[src/rtl/trena_pkg.sv]
// rtl/trena_pkg.sv - shared FSM encoding and timing defaults for the echo trigger block
package trena_pkg;

    typedef enum logic [2:0] {
        ST_IDLE      = 3'd0,
        ST_TRIG      = 3'd1,
        ST_WAIT_RISE = 3'd2,
        ST_MEASURE   = 3'd3,
        ST_HOLDOFF   = 3'd4
    } state_e;

    localparam int DEF_N_CH        = 4;
    localparam int DEF_TRIG_CYC    = 10;
    localparam int DEF_TIMEOUT_CYC = 30000;
    localparam int DEF_HOLDOFF_CYC = 60000;
    localparam int DEF_CNT_W       = 16;

    // channel index width, never narrower than one bit
    function automatic int ch_w(input int n);
        return (n > 1) ? $clog2(n) : 1;
    endfunction

endpackage

[src/rtl/sync2.sv]
// rtl/sync2.sv - two-flop synchroniser for a bus of independent asynchronous bits
module sync2 #(
    parameter int W = 1
) (
    input  logic         clk,
    input  logic         clr,
    input  logic [W-1:0] d,
    output logic [W-1:0] q
);

    logic [W-1:0] s1_q;
    logic [W-1:0] s2_q;

    always_ff @(posedge clk or negedge clr) begin
        if (!clr) begin
            s1_q <= '0;
            s2_q <= '0;
        end else begin
            s1_q <= d;
            s2_q <= s1_q;
        end
    end

    assign q = s2_q;

endmodule

[src/rtl/echo_trigger_multi.sv]
// rtl/echo_trigger_multi.sv - round-robin ultrasonic trigger and echo-width measurement
module echo_trigger_multi
    import trena_pkg::*;
#(
    parameter int N_CH        = DEF_N_CH,
    parameter int TRIG_CYC    = DEF_TRIG_CYC,
    parameter int TIMEOUT_CYC = DEF_TIMEOUT_CYC,
    parameter int HOLDOFF_CYC = DEF_HOLDOFF_CYC,
    parameter int CNT_W       = DEF_CNT_W
) (
    input  logic                    clk,
    input  logic                    clr,
    input  logic                    ena,
    input  logic                    cont,
    input  logic                    start,
    input  logic [N_CH-1:0]         echo,
    output logic [N_CH-1:0]         trig,
    output logic                    busy,
    output logic                    valid,
    output logic [ch_w(N_CH)-1:0]   ch_id,
    output logic [CNT_W-1:0]        width,
    output logic                    tmo
);

    localparam int CH_W = ch_w(N_CH);

    localparam logic [CNT_W-1:0] TRIG_LAST = CNT_W'(TRIG_CYC - 1);
    localparam logic [CNT_W-1:0] TMO_LAST  = CNT_W'(TIMEOUT_CYC - 1);
    localparam logic [CNT_W-1:0] TMO_VAL   = CNT_W'(TIMEOUT_CYC);
    localparam logic [CNT_W-1:0] HOLD_LAST = CNT_W'(HOLDOFF_CYC - 1);
    localparam logic [CH_W-1:0]  CH_LAST   = CH_W'(N_CH - 1);

    state_e            state_q, state_d;
    logic [CNT_W-1:0]  cnt_q, cnt_d;
    logic [CH_W-1:0]   cur_ch_q, cur_ch_d;
    logic [N_CH-1:0]   echo_s;
    logic [N_CH-1:0]   echo_prev_q;
    logic              valid_q, valid_d;
    logic              tmo_q, tmo_d;
    logic [CNT_W-1:0]  width_q, width_d;
    logic [CH_W-1:0]   ch_id_q, ch_id_d;
    logic              echo_cur;
    logic              echo_rise;

    sync2 #(.W(N_CH)) u_sync (
        .clk (clk),
        .clr (clr),
        .d   (echo),
        .q   (echo_s)
    );

    // previous level is kept for every line, so an echo already high when a channel
    // becomes current never looks like a fresh rising edge
    assign echo_cur  = echo_s[cur_ch_q];
    assign echo_rise = echo_cur & ~echo_prev_q[cur_ch_q];

    always_ff @(posedge clk or negedge clr) begin
        if (!clr) begin
            state_q     <= ST_IDLE;
            cnt_q       <= '0;
            cur_ch_q    <= '0;
            echo_prev_q <= '0;
            valid_q     <= 1'b0;
            tmo_q       <= 1'b0;
            width_q     <= '0;
            ch_id_q     <= '0;
        end else begin
            state_q     <= state_d;
            cnt_q       <= cnt_d;
            cur_ch_q    <= cur_ch_d;
            echo_prev_q <= echo_s;
            valid_q     <= valid_d;
            tmo_q       <= tmo_d;
            width_q     <= width_d;
            ch_id_q     <= ch_id_d;
        end
    end

    always_comb begin
        state_d  = state_q;
        cnt_d    = cnt_q;
        cur_ch_d = cur_ch_q;
        valid_d  = 1'b0;
        tmo_d    = tmo_q;
        width_d  = width_q;
        ch_id_d  = ch_id_q;
        if (!ena) begin
            state_d = ST_IDLE;
            cnt_d   = '0;
        end else begin
            case (state_q)
                ST_IDLE: begin
                    if (cont || start) begin
                        state_d = ST_TRIG;
                        cnt_d   = '0;
                    end
                end
                ST_TRIG: begin
                    if (cnt_q == TRIG_LAST) begin
                        state_d = ST_WAIT_RISE;
                        cnt_d   = '0;
                    end else begin
                        cnt_d = cnt_q + CNT_W'(1);
                    end
                end
                ST_WAIT_RISE: begin
                    if (echo_rise) begin
                        state_d = ST_MEASURE;
                        cnt_d   = CNT_W'(1);
                    end else if (cnt_q == TMO_LAST) begin
                        state_d = ST_HOLDOFF;
                        cnt_d   = '0;
                        valid_d = 1'b1;
                        tmo_d   = 1'b1;
                        width_d = '0;
                        ch_id_d = cur_ch_q;
                    end else begin
                        cnt_d = cnt_q + CNT_W'(1);
                    end
                end
                ST_MEASURE: begin
                    if (!echo_cur) begin
                        state_d = ST_HOLDOFF;
                        cnt_d   = '0;
                        valid_d = 1'b1;
                        tmo_d   = 1'b0;
                        width_d = cnt_q;
                        ch_id_d = cur_ch_q;
                    end else if (cnt_q == TMO_LAST) begin
                        // the count would reach TIMEOUT_CYC this cycle: report it saturated
                        state_d = ST_HOLDOFF;
                        cnt_d   = '0;
                        valid_d = 1'b1;
                        tmo_d   = 1'b1;
                        width_d = TMO_VAL;
                        ch_id_d = cur_ch_q;
                    end else begin
                        cnt_d = cnt_q + CNT_W'(1);
                    end
                end
                ST_HOLDOFF: begin
                    if (cnt_q == HOLD_LAST) begin
                        cnt_d    = '0;
                        cur_ch_d = (cur_ch_q == CH_LAST) ? '0 : cur_ch_q + CH_W'(1);
                        state_d  = cont ? ST_TRIG : ST_IDLE;
                    end else begin
                        cnt_d = cnt_q + CNT_W'(1);
                    end
                end
                default: begin
                    state_d = ST_IDLE;
                    cnt_d   = '0;
                end
            endcase
        end
    end

    always_comb begin
        trig = '0;
        if (state_q == ST_TRIG) begin
            trig[cur_ch_q] = 1'b1;
        end
        busy = (state_q != ST_IDLE);
    end

    assign valid = valid_q;
    assign tmo   = tmo_q;
    assign width = width_q;
    assign ch_id = ch_id_q;

endmodule

[config.mk]
export PLATFORM = sky130hd
export DESIGN_NAME = echo_trigger_multi
export DESIGN_NICKNAME = d
export VERILOG_FILES = /design/src/rtl/trena_pkg.sv /design/src/rtl/sync2.sv /design/src/rtl/echo_trigger_multi.sv
export SDC_FILE = /design/constraint.sdc
export NUM_CORES = 1
export LEC_CHECK = 0
export ABC_AREA = 1
export CAP_MARGIN = 20
export CORE_MARGIN = 2
export CORE_UTILIZATION = 45
export DETAILED_ROUTE_END_ITERATION = 8
export PLACE_DENSITY = 0.71
export SLEW_MARGIN = 10
export SYNTH_ARGS = -nofsm -noshare
export SYNTH_HDL_FRONTEND = slang
export SYNTH_SLANG_ARGS = --single-unit
[constraint.sdc]
create_clock -name clk -period 3.2 [get_ports clk]
set_clock_uncertainty 0.15 [all_clocks]
set_input_delay 0.32 -clock clk [delete_from_list [all_inputs] [get_ports clk]]
set_output_delay 0.32 -clock clk [all_outputs]
set_load 0.01 [all_outputs]
==> results of run 1 <==
[final timing paths]
path | depth (start not counted) | slack [ns] | startpoint | endpoint
max in group asynchronous | 3 | 1.69 | clr | cnt_q[12]
min in group asynchronous | 2 | 0.46 | clr | u_sync.q[0]
worst min-delay path | 0 | 0.21 | u_sync.s1_q[1] | u_sync.q[1]
worst max-delay path | 4 | 0.65 | state_q[2] | trig[3]
worst max register to register | 12 | 0.96 | cnt_q[0] | cnt_q[11]
worst min register to register | 0 | 0.21 | u_sync.s1_q[1] | u_sync.q[1]
[where the power goes]
| group | leakage [nW] | internal (mW) | total, mW | switching, mW |
|---|---|---|---|---|
| clock | 0.0487 | 0.160 | 0.393 | 0.233 |
| sequential | 0.691 | 0.777 | 0.839 | 0.0614 |
| combinational | 0.887 | 0.307 | 0.706 | 0.400 |
| total | 1.63 | 1.24 | 1.94 | 0.694 |
[registers in the layout, summed over array words and instances, names as in the netlist]
register     count
cur_ch_q         2
state_q          3
width           16
tmo              1
valid            1
u_sync.q         4
cnt_q           16
echo_prev_q      4
ch_id            2
u_sync.s1_q      4
[cell type report]
cell class              instances  share of cell area, %
clock buffers                   5                   2.02
flip-flops and latches         53                   38.9
clock inverters                 3                  0.770
multi-input cells             281                   39.4
inverters                      53                   5.83
well taps                      77                   2.82
repair buffers                 36                   10.3
[cells by family (layout without fill, tap and decap cells)]
logic type	Yosys count	after routing	synth area share, %
adders and majority gates	6	6	2.54
buffers and inverters	66	97	9.69
and+or+nand+nor	230	230	33.8
DFF	53	53	44.8
AOI/OAI and AO/OA	38	38	7.11
xor gates and xnor gates	7	7	2.07
[critical path: stages, from the launching register on]
cell	delay, ns
dfrtp_1	0.42
nor3_1	0.46
inv_1	0.20
nor2_1	0.12
clkdlybuf4s50_1	0.56
[placed cells by master, fill, tap and decap left out]
cell type / count
clkbuf_8: 5
inv_6: 1
nand2_1: 124
nor2_1: 50
nand3_1: 25
o21ai_0: 13
nand2_2: 5
nand3_2: 4
o21a_1: 2
buf_2: 1
o21ai_1: 2
a21oi_1: 14
xnor2_1: 1
nand2_4: 2
clkdlybuf4s50_1: 32
dlygate4sd3_1: 1
o22ai_1: 6
buf_4: 2
nand4_1: 9
ha_1: 6
nor2_2: 2
xor2_1: 6
inv_2: 5
o22ai_2: 1
nor2_4: 2
nor3_1: 7
dfrtp_1: 53
inv_1: 48
clkinv_4: 2
[stage by stage]
stage	total power [mW]	worst slack [ns]	std cells
global placement	1.55	0.802	499
global route	2.08	0.481	508
finish	1.94	0.650	508
detailed placement	1.56	0.703	499
CTS	1.96	0.636	508
floorplan	1.28	1.45	400
[metal layers]
metal  GRT usage (%)  share of wire (%)
met1            28.9                 49
met2            30.1                 45
met3            2.92                4.7
met4            4.33               0.89
met5               0                  0
[what timing repair did]
item                                   in CTS  in global routing
hold buffers                                1                  0
buffers inserted                            0                  0
gates resized for setup                     0                  0
endpoints found under the hold margin      33                  0
==> impl_metrics.csv, run 1 <==
group,metric,value,unit
floorplan,num_io_pins,34,
finish,drive_gt1_share,7.42,%
placed_design,port-buffer-count,33,
finish,fin_area,3410,sq um
logic_synthesis,synth_area_leaders,"dfrtp_1 45%, nand2_1 16%, nor2_1 6.3%, inv_1 6.1%, nand3_1 4.2%",
placed_design,postPlaceCellArea,3310,sq um
logic_synthesis,synth.ff_latch_count,53,
sta,slew_headroom,51.7,%
sta,setup_tns,0,ns
global_routing,antenna_found_initial,0,
global_routing,overflow,0,
clock_tree,clock_sinks,53,
clock_tree,cts_tree,"done",
finish,synthToLayoutAreaGrowth,15.4,%
logic_synthesis,synth_top_area_share,44.8,%
sta,tightestPinTransition,0.724,ns
drt,finalWirelength,6440,microns
setup_path,end_kind,"primary output",
pwr,p_per_area,568,nW/um^2
pwr,irDropWorstVdd,0.000448,V
clock_tree,cts_buffers,5,
drt,vias_per_cell,5.08,
floorplan,die_w,85.1,microns
drt,drc,0,
logic_synthesis,synthesis.nets,415,
setup_path,cp-start-kind,"register",
sta,finalMaxSlewViolations,0,
global_routing,first_global_vias,2420,
pwr,leakage,1.63,nW
floorplan,die-area,7240,sq um
global_routing,grt_util_all_layers,19.4,%
clock_tree,htree_levels,2,
status,status,"finished clean",
logic_synthesis,ys_seq_area_share,44.8,%
sta,timing_hold_violations_final,0,
floorplan,die_h,85.1,microns
floorplan,initial_core_util,46.6,%
clock_tree,clk_pin_slew,0.10,ns
placed_design,dp_hpwl,4820,microns
finish,antenna_cells,0,
logic_synthesis,synth_edf_count,0,
finish,register_area,1330,sq um
global_routing,grt_pass1_wl,11300,microns
sta,whs,0.211,ns
finish,fin_util,53.7,%
drt,dr.pass1.iters,4,
sta,fmax,392,MHz
logic_synthesis,synthCells,400,
drt,vias,2583,
setup_path,criticalPathCategory,"reg2out",
logic_synthesis,synth.avg_cell_area,7.39,sq um
drt,wl_per_cell,12.7,microns
finish,fill_cells,593,
drt,postRouteAntennaNets,0,
setup_path,cp_max_fo,5,
floorplan,num_rows,29,
global_routing,grt_max_degree,35,
floorplan,core,6350,sq um
sta,finalCritPeriodShare,79.7,%
logic_synthesis,synth_common_cells,"124 x nand2_1, 53 x dfrtp_1, 50 x nor2_1",
logic_synthesis,synth_top_cell_by_area,"dfrtp_1",
finish,multi_input_area,1350,sq um
sta,period_needed,2.55,ns
min_path,min_path_type,"reg2reg",
logic_synthesis,synthFlopType,"dfrtp_1",
finish,num-nets-final,445,
run,drv_cap,0,
setup_path,cp_data_arrival_time,2.08,ns
logic_synthesis,async_reset_ff_share,100,%
clock_tree,insertion_delay,0.31,ns
clock_tree,cts_max_path_buffers,2,
drt,drt-initial-drc-count,159,
logic_synthesis,synth_area,2960,sq um
sta,setup_viol,0,
placed_design,gp_congestion,0.883,
logic_synthesis,yosys_warnings,0,
logic_synthesis,ys_types,28,
clock_tree,cts-root-buf,"clkbuf_8",
sta,rsz0062_at_grt,"no",
logic_synthesis,yosysMostFrequentCell,"nand2_1",
setup_path,cp_data_required_time,2.73,ns
(Power assumes the default switching activity.)
==> run 2: changes to the inputs <==
==> constraint.sdc (replaced) <==
create_clock -name clk -period 2.7 [get_ports clk]
set_clock_uncertainty 0.15 [all_clocks]
set_input_delay 0.27 -clock clk [delete_from_list [all_inputs] [get_ports clk]]
set_output_delay 0.27 -clock clk [all_outputs]
set_load 0.01 [all_outputs]
==> impl_metrics.csv, run 2 (same netlist as run 1, synthesis figures left out) <==
group,metric,value,unit
global_routing,overflow,0,
setup_path,slowest_delay,0.54,ns
clock_tree,clk_pin_slew,0.11,ns
sta,fmax,441,MHz
drt,drc,0,
global_routing,antenna_found_initial,0,
drt,drt-initial-drc-count,181,
drt,vias,2551,
finish,final_cells,512,
min_path,min_path_type,"in2async",
drt,wl_per_cell,12.9,microns
finish,antenna_cells,0,
setup_path,critPathBufInv,3,
setup_path,crit_path_top_delay_cell,"clkdlybuf4s50_1",
finish,layout_common_cells,"124 x nand2_1, 53 x dfrtp_1, 50 x nor2_1",
drt,vias_per_cell,4.98,
global_routing,first_global_vias,2444,
floorplan,die_w,85.1,microns
pwr,irDropWorstVdd,0.000507,V
clock_tree,cts_buffers,5,
finish,fin_util,54.2,%
sta,whs,0.196,ns
clock_tree,insertion_delay,0.32,ns
floorplan,die_h,85.1,microns
pwr,p_per_area,679,nW/um^2
setup_path,worstPathCellList,"nor3_1 > buf_4 > inv_1 > nor2_1 > clkdlybuf4s50_1",
pwr,leakage,1.65,nW
finish,final_common_cell,"nand2_1",
finish,synthToLayoutAreaGrowth,16.4,%
floorplan,num_io_pins,34,
drt,wl_met1,3180,microns
setup_path,crit_family,"buffers and inverters",
floorplan,num_rows,29,
clock_tree,cts_max_path_buffers,2,
global_routing,grt_util_all_layers,19.0,%
placed_design,place_inst,503,
drt,dr_wl_met3,313,microns
clock_tree,cts-root-buf,"clkbuf_8",
drt,topRoutingLayerUsed,"met4",
sta,setup_tns,0,ns
setup_path,end_kind,"primary output",
sta,setup_viol,0,
pwr,p_total,2.34,mW
sta,period_needed,2.27,ns
placed_design,gp_congestion,0.967,
setup_path,cp-start-kind,"register",
floorplan,core,6350,sq um
placed_design,port-buffer-count,33,
drt,postRouteAntennaNets,0,
setup_path,criticalPathCategory,"reg2out",
floorplan,initial_core_util,46.6,%
sta,finalMaxSlewViolations,0,
placed_design,dp_hpwl,5090,microns
setup_path,cp_data_arrival_time,1.85,ns
drt,finalWirelength,6600,microns
clock_tree,htree_levels,2,
clock_tree,cts_tree,"done",
setup_path,cp_data_required_time,2.28,ns
floorplan,die-area,7240,sq um
drt,dr.pass1.iters,4,
status,status,"finished clean",
sta,slew_headroom,68.0,%
finish,num-nets-final,449,
finish,drive_gt1_share,8.28,%
sta,timing_hold_violations_final,0,
clock_tree,cts_setup_buffers,0,
setup_path,cp_max_fo,5,
sta,rsz0062_at_grt,"no",
sta,finalCritPeriodShare,84.0,%
clock_tree,clock_sinks,53,
drt,wl_met2,3030,microns
global_routing,grt_pass1_wl,11100,microns
global_routing,grt_max_degree,25,
sta,tightestPinTransition,0.477,ns
run,drv_cap,0,
## run 2: worst paths after layout
kind / cells past startpoint / slack [ns] / start / endpoint
hold / removal: 2 / 0.20 / clr / valid
max in group asynchronous: 3 / 1.60 / clr / width[15]
min in group clk: 0 / 0.21 / u_sync.s1_q[1] / u_sync.q[1]
hold reg to reg: 0 / 0.21 / u_sync.s1_q[1] / u_sync.q[1]
setup reg to reg: 12 / 0.52 / cnt_q[0] / cnt_q[2]
setup / recovery: 5 / 0.43 / state_q[1] / trig[3]
## run 2: what timing repair did
action                                 CTS  global route
hold buffers                             1             0
endpoints found under the hold margin   10             0
gates resized for setup                  0             0
## run 2: metal layers
layer  GRT usage, %  up-vias
met5              0        -
met2           31.1       56
met4           5.34        0
li1               -     1312
met1           26.6     1176
met3           2.43        7
## run 2: worst reg2reg max path, delay by kind of cell, from the launching register on
family                     cells  cell delay [ns]
DFF                            1             0.41
and+or+nand+nor                8             0.99
AOI/OAI and AO/OA              1             0.17
adders and majority gates      1             0.22
buffers and inverters          2             0.11
## run 2: final cells by class
| class | instances | area [sq um] |
|---|---|---|
| fillers | 592 | 2910 |
| clock buffers | 5 | 68.8 |
| well taps | 77 | 96.3 |
| multi-input cells | 281 | 1350 |
| flip-flops and latches | 53 | 1330 |
| repair buffers | 40 | 380 |
| inverters | 53 | 199 |
| clock inverters | 3 | 26.3 |
## run 2: power by group
part | internal, mW | switching [mW]
Clock | 0.193 | 0.291
Combinational | 0.379 | 0.483
Sequential | 0.921 | 0.0692
Total | 1.49 | 0.844
## run 2: per-stage QoR
stage	setup WS, ns	instance area [sq um]
after floorplan	0.946	2960
after CTS	0.414	3440
after detailed placement	0.536	3340
after global routing	0.310	3440
final	0.432	3440
after global placement	0.628	3340
